`config.mk`:
```
export PLATFORM = sky130hd
export DESIGN_NAME = instr_fetch
export DESIGN_NICKNAME = d
export VERILOG_FILES = /design/src/rtl/instr_fetch.sv
export SDC_FILE = /design/constraint.sdc
export NUM_CORES = 1
export LEC_CHECK = 0
export ABC_AREA = 1
export CAP_MARGIN = 15
export CORE_UTILIZATION = 25
export CTS_CLUSTER_DIAMETER = 150
export CTS_CLUSTER_SIZE = 40
export DETAILED_ROUTE_END_ITERATION = 6
export PLACE_DENSITY_LB_ADDON = 0.3
export SLEW_MARGIN = 10
export SYNTH_ARGS = -nofsm -noshare
export SYNTH_HDL_FRONTEND = slang
export SYNTH_SLANG_ARGS = --single-unit
export TNS_END_PERCENT = 100
```
`constraint.sdc`:
```
create_clock -name clock -period 11.9 [get_ports clock]
set_input_delay 2.38 -clock clock [delete_from_list [all_inputs] [get_ports clock]]
set_output_delay 2.38 -clock clock [all_outputs]
set_load 0.05 [all_outputs]
```
`src/rtl/instr_fetch.sv`:
```
// Instruction fetch stage: owns the PC, drives the synchronous instruction
// memory (one-cycle read latency), and presents {pc, instr} pairs to decode.
// A one-entry hold buffer keeps read data that decode could not accept,
// because the memory shows each read word for a single cycle only.
//
// Handshake: outValid/outReady follow strict valid/ready rules. A transfer
// happens on a rising edge where outValid and outReady are both 1. Once
// outValid is 1, outPc/outInstr stay stable until that transfer or until a
// redirect. In a redirect cycle nothing is transferred, whatever outReady is.
module instr_fetch #(
    parameter int                   addrWidth   = 32,
    parameter int                   instrWidth  = 32,
    parameter logic [addrWidth-1:0] resetVector = '0
) (
    input  logic                  clock,
    input  logic                  reset_n,
    output logic [addrWidth-1:0]  imemAddr,
    input  logic [instrWidth-1:0] imemInstr,
    input  logic                  redirectValid,
    input  logic [addrWidth-1:0]  redirectTarget,
    output logic                  outValid,
    input  logic                  outReady,
    output logic [addrWidth-1:0]  outPc,
    output logic [instrWidth-1:0] outInstr
);

    logic [addrWidth-1:0]  pc;
    logic                  reqValid;   // read issued last cycle, data on imemInstr now
    logic [addrWidth-1:0]  reqPc;
    logic                  holdValid;  // stalled read data parked in the hold buffer
    logic [addrWidth-1:0]  holdPc;
    logic [instrWidth-1:0] holdInstr;

    logic issue;    // present a new address this cycle
    logic capture;  // in-flight read data must be parked in the hold buffer
    logic drain;    // hold buffer is consumed by decode this cycle

    // Output muxing and per-cycle control decisions.
    always_comb begin
        outValid = reqValid | holdValid;
        issue    = (!outValid | outReady) & !redirectValid;
        capture  = reqValid & !outReady & !redirectValid;
        drain    = holdValid & outReady & !redirectValid;
        imemAddr = pc;
        outPc    = holdValid ? holdPc    : reqPc;
        outInstr = holdValid ? holdInstr : imemInstr;
    end

    // PC and valid flags; a redirect overrides issue, capture and drain.
    always_ff @(posedge clock or negedge reset_n) begin
        if (!reset_n) begin
            pc        <= resetVector;
            reqValid  <= 1'b0;
            holdValid <= 1'b0;
        end else if (redirectValid) begin
            pc        <= redirectTarget & ~addrWidth'(3);
            reqValid  <= 1'b0;
            holdValid <= 1'b0;
        end else begin
            if (issue) begin
                pc       <= pc + addrWidth'(4);
                reqValid <= 1'b1;
            end else if (capture) begin
                reqValid <= 1'b0;
            end
            if (capture) begin
                holdValid <= 1'b1;
            end else if (drain) begin
                holdValid <= 1'b0;
            end
        end
    end

    // Payload registers; they are qualified by the valid flags and need no reset.
    always_ff @(posedge clock) begin
        if (issue) begin
            reqPc <= pc;
        end
        if (capture) begin
            holdPc    <= reqPc;
            holdInstr <= imemInstr;
        end
    end

endmodule

```
==> metrics, run 1 <==
status=complete, no violations; Setup crit start=imemInstr[22]; GRT Total Usage=~14%; Netlist cell types=38; CP Data Arrival Time=between 3000 and 4000 ps; Worst slew margin=between 40% and 50%; sw frac=between 30% and 40%; clock-pin slew on the worst setup and hold paths=roughly 60 ps; Detailed Route WL=around 16 mm; max-cap viol count=0; FMAX=0.161 GHz; Post-CTS Hold Fix Bufs=0; TritonCTS Sinks=around 120; die height=155 um; via count=4667; first-pass GRT wire length=25.5 mm; syn_area_per_cell=approximately 9 um2; Mapped Cells=~640; top-count cell post-synth=nand2_1; pwr dens=roughly 170 nW/um2; Synth top cells by count=316 x nand2_1, 92 x edfxtp_1, 43 x nor2_1; Comb pwr share=20.9%; crit end category=output port; CTS tree=done; Seq/Total Area, Yosys=61.1%; area growth from synthesis to layout=43.6%; asr flop ratio synth=25.8%; DIE AREA=about 24000 um2; ant diodes=0; Horiz. Die Dim=about 150 um; share of layout cells above drive strength 1=under 10%; initial DRC count=approximately 270; average vias per placed instance=a little over 4; worst slew pin tran=868 ps; area share of the leading cell type in the synthesized netlist=47.4%; total clock buffers created by CTS=17; Critical Path RT=roughly 9500 ps; placed insts=1097; fillers=about 2300; Clock Tree Root=clkbuf_16; Setup Skew=11.1 ps; mapped cell area=5830 um2; Fin Setup TNS=0 ps; ys flop type=edfxtp_1; final worst path period share=between 50% and 60%; grt ovf=0; Final Wtd Congestion=slightly above 0.8; final non-filler cell total=~1100; IO buf count=between 150 and 200; Internal=973 uW; initial antenna violation count=0; CTS max path bufs=2; DR DRC count=0; number of top-level pins=around 170; critical path class=primary input to output port; hold slack=between 400 and 500 ps; number of global-route vias before repair=between 4000 and 5000; largest net degree at the start of global routing=64; drt wl/cell=roughly 14 um; hold_sp=reqPc[20]; CP startpoint kind=primary input; Worst Path Max Fanout=2; peak supply drop=between 0.06 and 0.07 mV; RSZ-0062 raised after global routing=no; R2R Path Start=holdValid; H-tree Lvls=4; Synth area leaders=edfxtp_1 47%, nand2_1 20%, dfrtp_1 14%, nand3_1 3.6%, nor2_1 2.8%; leak pwr=3.36 nW; Clk network pwr share=about two fifths; Worst Hold Class=flop to flop; Final #Nets=about 870; row count=55; post-cts sizing count=0; Core ar.=22800 um2; fin util=a little under two fifths; Final ANT Viol Nets=0; post-synthesis register bit count=approximately 120; drt first pass iters=6; endpoints failing hold=0; clk_lat worst skew=between 400 and 500 ps; Post-synth EDFFs=between 90 and 100; max-slew violation count=0; placed wire-length estimate=between 10 and 15 mm; Final setup viols=0; starting density of the core=between 20 and 30%; YS warnings=0; largest area contributor in the netlist=edfxtp_1; sequential share of power=between 30% and 40%; min Tclk post-route=6210 ps; switching power=roughly 420 uW; postcts setup bufs=0
[state kept, by name (all words and copies together), names as in the netlist]
| register | cells |
|---|---|
| holdValid | 1 |
| reqValid | 1 |
| reqPc | 30 |
| imemAddr | 30 |
| holdPc | 30 |
| holdInstr | 32 |
[stage by stage]
step,area (um2),setup WS [ps],total power [mW]
after CTS,8370,5690,1.41
after global placement,7720,5690,0.831
after global routing,8370,5610,1.45
final,8370,5690,1.40
after floorplan,5840,4390,0.715
after detailed placement,7720,5690,0.833
[final cells by class]
class	instances	area (um2)	share of cell area [%]
Clock buffer	18	439	5.24
Clock inverter	14	215	2.57
Inverter	36	140	1.67
Multi-Input combinational cell	461	2000	23.9
Sequential cell	124	3560	42.6
Tap cell	313	392	4.68
Timing Repair Buffer	163	1620	19.3
[worst max-delay path: stages]
cell and delay, ps:
clkdlybuf4s50_1 500, nand2_1 60, nand2_1 80, clkdlybuf4s50_1 810
[per-layer routing]
metal | GRT usage, % | routed length, um | vias to the layer above
li1 | - | - | 2400
met3 | 3.28 | 631 | 13
met2 | 22.8 | 7650 | 118
met1 | 18.1 | 7790 | 2136
met4 | 5.47 | 249 | 0
met5 | 0 | 0 | -
[kinds of logic after synthesis]
logic type	after synthesis	share of synthesized area, %
xor+xnor	7	1.05
buf+inv	61	4.83
flops	124	61.1
fa+ha+maj	1	0.214
other cells	1	0.0643
simple gates	425	30.2
compound gates	24	2.57
[placed cells by master, fill, tap and decap left out, types with 2 or more instances in the layout]
cell	instances
a21oi_1	3
and2_1	2
buf_4	5
bufinv_16	5
clkbuf_16	17
clkdlybuf4s50_1	158
clkinv_1	2
clkinv_4	2
clkinvlp_4	3
conb_1	4
dfrtp_1	31
edfxtp_1	92
inv_1	32
inv_2	3
inv_6	3
nand2_1	316
nand3_1	42
nand4_1	2
nor2_1	43
nor2_2	5
nor2_4	4
nor3_1	3
o211ai_1	4
o21ai_0	6
o21ai_1	5
xor2_1	6
[power by group through the flow]
stage	clock [mW]	sequential, mW	combinational, mW
4_1_cts	0.589	0.531	0.295
3_5_place_dp	0	0.539	0.294
3_3_place_gp	0	0.538	0.293
6_report	0.574	0.530	0.291
2_1_floorplan	0	0.571	0.144
5_1_grt	0.607	0.534	0.310
[path summary, 6_finish.rpt]
| check | endpoint | slack [ps] | cells past startpoint |
|---|---|---|---|
| max | outInstr[22] | 5690 | 4 |
| min | holdPc[20] | 440 | 0 |
| max reg2reg | imemAddr[26] | 9010 | 11 |
| min reg2reg | holdPc[20] | 440 | 0 |
| max in group asynchronous | holdValid | 9180 | 2 |
| min in group asynchronous | imemAddr[29] | 2380 | 2 |
Note: power is estimated with default switching activity, not from simulation.
==> run 2: changes to the inputs <==
clock period = 5.7 ns   (was 11.9 ns; I/O delays follow)
==> run 2 against run 1 <==
Against the previous run: final area decreased by 0.79%; largest power group is now registers; worst hold slack improved by 4.0 ps; final cell count unchanged; sequential share of layout area increased by 0.34 points; combinational power increased by 110%; largest cell class unchanged; critical path depth decreased by 1; die area unchanged; non-clock buffer count unchanged; total power increased by 100%; count of clock-buffer cells in the layout increased by 1.
==> metrics, run 2 (synthesis gave the netlist of run 1 again) <==
Final #Nets=between 800 and 900; worst slack, placed=1960 ps; placed insts=approximately 1100; worst path cell trace=inv_6 -> nand2_4 -> clkdlybuf4s50_1; average vias per placed instance=approximately 4.2; pwr dens=around 340 nW/um2; DR DRC count=0; Worst Path Max Fanout=63; placed wire-length estimate=about 11 mm; DIE AREA=about 24000 um2; H-tree Lvls=4; Worst slew margin=approximately 43%; Top reg by flops=holdInstr; row count=55; starting density of the core=about a quarter; r2r setup slk=2650 ps; total clock buffers created by CTS=17; initial DRC count=between 300 and 400; largest net degree at the start of global routing=64; postcts setup bufs=0; setup ws final=about 1700 ps; peak supply drop=around 0.11 mV; die height=between 150 and 200 um; post-cts sizing count=0; area growth from synthesis to layout=42.4%; RSZ-0062 raised after global routing=no; GRT Total Usage=approximately 14%; CP max stage delay=around 920 ps; fillers=roughly 2300; CP Data Arrival Time=2840 ps; Final ANT Viol Nets=0; first-pass GRT wire length=between 20 and 30 mm; Horiz. Die Dim=roughly 150 um; hold slack=445 ps; commonest non-fill, non-tap cell in the layout=nand2_1; crit end category=output port; FMAX=~0.25 GHz; Core ar.=between 20000 and 25000 um2; initial antenna violation count=0; leak pwr=~3.3 nW; Worst Hold Class=flop to flop; status=complete, no violations; via count=approximately 4700; final worst path period share=69.8%; number of top-level pins=between 150 and 200; max-slew violation count=0; critical path class=flop to output port; drt wl/cell=14.5 um; clk_lat worst skew=410 ps; cell area after layout=8310 um2; Detailed Route WL=approximately 16 mm; max reg flops=32; Post-CTS Hold Fix Bufs=0; multi-input logic area=between 2000 and 2500 um2; final non-filler cell total=about 1100; share of layout cells above drive strength 1=between 6 and 7%; clock-pin slew on the worst setup and hold paths=about 60 ps; min Tclk post-route=~4000 ps; critical path's slowest cell=dfrtp_2; fin util=between 30% and 40%; Critical Path RT=approximately 4600 ps; Setup Skew=slightly below 6 ps; ant diodes=0; Final Wtd Congestion=0.804; Pwr Total=~2.8 mW; CP startpoint kind=flop; endpoints failing hold=0; max-cap viol count=0; most frequent cells in the layout=316 x nand2_1, 158 x clkdlybuf4s50_1, 92 x edfxtp_1; CTS max path bufs=2; worst slew pin tran=between 800 and 900 ps; placed inst area=slightly below 8000 um2; Clock Tree Root=clkbuf_16; CTS tree=done; number of global-route vias before repair=around 4700; TritonCTS Sinks=around 120; drt first pass iters=5; grt ovf=0; Register Area=about 3600 um2; IO buf count=158; Final setup viols=0; Fin Setup TNS=0 ps
==> run 2: final timing paths <==
kind,depth (start not counted),start,endpoint
min,0,reqPc[31],holdPc[31]
max in group asynchronous,2,reset_n,holdValid
max,3,holdValid,outValid
min reg2reg,0,reqPc[31],holdPc[31]
min in group asynchronous,2,reset_n,imemAddr[29]
max reg2reg,8,holdValid,imemAddr[11]
==> run 2: cell type report <==
type | count | share of cell area (%)
Clock buffer | 19 | 5.21
Timing Repair Buffer | 163 | 19.5
Multi-Input combinational cell | 461 | 24.2
Sequential cell | 124 | 42.9
Clock inverter | 13 | 1.79
Tap cell | 313 | 4.71
Inverter | 36 | 1.69
==> run 2: layer usage <==
layer  part of all wire (%)  track usage (%)  vias up
li1                       -                -     2396
met1                     47             18.1     2149
met2                     47             23.7      142
met3                    4.6             3.31       17
met4                    1.4             5.66        0
met5                      0                0        -
==> run 2: report_power, final <==
group	switching (mW)	internal (mW)	leakage [nW]	total (mW)
logic	0.403	0.201	1.81	0.604
registers	0.0679	1.04	1.24	1.11
clock network	0.402	0.682	0.278	1.08
total	0.873	1.93	3.34	2.80
==> run 2: critical path: cells and delay by family (launching register included) <==
kind	cells	cell delay (ps)
buffers and inverters	2	1250
flip-flops	1	920
AND/OR/NAND/NOR	1	200
==> run 3: changes to the inputs <==
clock period = 4.15 ns   (was 5.7 ns; I/O delays follow)
==> run 3 against run 2 <==
Against the previous run: register-to-register slack got worse by 1100 ps; clock skew rose by 1.5 ps; flip-flop and latch count did not move; clock power rose by 45%; non-clock buffer count rose by 1; final cell count rose by 0.18%; core utilization rose by 0.35 points; first-iteration DRC count rose by 6.3%; critical path depth rose by 1; largest cell class unchanged; global-route usage fell by 0.15 points.
==> metrics, run 3 (synthesis gave the netlist of run 1 again) <==
status=complete, no violations; met2 WL=approximately 7.5 mm; TritonCTS Sinks=~120; Detailed Route WL=around 16 mm; crit end category=output port; Worst Hold Class=flop to flop; DR top layer=met4; reg2reg end=imemAddr[11]; IO buf count=between 150 and 200; Critical Path RT=~3300 ps; post-cts sizing count=0; WL met1=around 7.6 mm; row count=55; Worst slew margin=between 40% and 50%; CP startpoint kind=flop; R2R Path Start=holdValid; Pwr Total=3.93 mW; Clock Tree Root=clkbuf_16; average vias per placed instance=approximately 4.2; max-slew violation count=0; pwr dens=between 400 and 500 nW/um2; Worst Path Max Fanout=63; Worst Setup EP=outPc[21]; Setup Skew=about 7.4 ps; max-cap viol count=0; RSZ-0062 raised after global routing=no; DIE AREA=~24000 um2; Core ar.=approximately 23000 um2; drt first pass iters=4; share of layout cells above drive strength 1=around 7%; DR DRC count=0; die height=~150 um; postcts setup bufs=0; clock-pin slew on the worst setup and hold paths=~50 ps; first-pass GRT wire length=25.9 mm; area growth from synthesis to layout=43.8%; multi-input logic area=just over 2000 um2; number of global-route vias before repair=around 4700; r2r setup slk=about 1600 ps; Setup crit start=holdValid; initial antenna violation count=1; clk_lat worst skew=about 400 ps; Final #Nets=slightly below 900; initial DRC count=approximately 320; fillers=roughly 2300; CP Data Arrival Time=~2600 ps; leak pwr=between 3 and 4 nW; drt wl/cell=around 14 um; starting density of the core=between 20% and 30%; endpoints failing hold=0; Final Wtd Congestion=just over 0.8; H-tree Lvls=4; CTS max path bufs=2; total clock buffers created by CTS=17; final worst path period share=between 80 and 90%; Horiz. Die Dim=approximately 150 um; met3 wire length=757 um; fin util=a little under two fifths; GRT Total Usage=14.2%; setup ws final=758 ps; critical path class=flop to output port; most frequent cells in the layout=316 x nand2_1, 158 x clkdlybuf4s50_1, 92 x edfxtp_1; number of top-level pins=approximately 170; min Tclk post-route=between 3000 and 4000 ps; FMAX=0.295 GHz; Fin Setup TNS=0 ps; max reg flops=32; via count=~4700; Final ANT Viol Nets=0; largest net degree at the start of global routing=64; Final setup viols=0; CTS tree=done; worst slew pin tran=about 760 ps; Top reg by flops=holdInstr; hold slack=roughly 440 ps; placed wire-length estimate=about 11 mm; worst slack, placed=approximately 1000 ps; Register Area=about 3600 um2; R2R cell count=8; Post-CTS Hold Fix Bufs=0; peak supply drop=0.203 mV; commonest non-fill, non-tap cell in the layout=nand2_1; grt ovf=0
[run 3: changes by cell type in the layout (fill, tap and decap cells not counted), sizes merged]
cell / delta
buf: +1
bufinv: +1
clkbuf: +2
clkinv: -2
diode: +1
inv: -1
[run 3: through the flow]
stage / cell area (um2) / std cells
6_report: 8390 / 1131
5_1_grt: 8390 / 1131
4_1_cts: 8390 / 1130
3_5_place_dp: 7760 / 1098
3_3_place_gp: 7760 / 1098
2_1_floorplan: 5850 / 646
[run 3: area by class of cell]
type	count	share of cell area [%]
antenna	1	0.0298
inverter	36	1.67
timing repair buffer	164	19.7
sequential	124	42.5
multi-input combinational	461	24.0
tap	313	4.67
clock buffer	21	5.49
clock inverter	11	1.98
[run 3: how the worst min path moves through the flow]
| stage | from | endpoint | slack, ps | cells past startpoint |
|---|---|---|---|---|
| final | reqPc[11] | holdPc[11] | 440 | 0 |
| after global placement | reqPc[31] | holdPc[31] | 430 | 0 |
| after global routing | reqPc[5] | holdPc[5] | 450 | 0 |
| after CTS | reqPc[5] | holdPc[5] | 450 | 0 |
| after detailed placement | reqPc[5] | holdPc[5] | 430 | 0 |
| after floorplan | reqPc[10] | holdPc[10] | 430 | 0 |
[run 3: power breakdown]
part	leakage, nW	switching, mW	internal (mW)
combinational	1.83	0.556	0.279
clock	0.299	0.536	1.03
sequential	1.24	0.0903	1.43
total	3.37	1.18	2.75
[run 3: metal layers]
metal,vias to the layer above,track usage (%)
met4,0,4.90
met3,16,3.64
met1,2171,18.6
met2,130,22.6
met5,-,0
li1,2402,-
[run 3: worst max-delay path, cell delays in order (launching register included)]
cell,delay [ps]
dfrtp_2,610
inv_6,470
nand2_1,120
nand2_1,90
clkdlybuf4s50_1,830
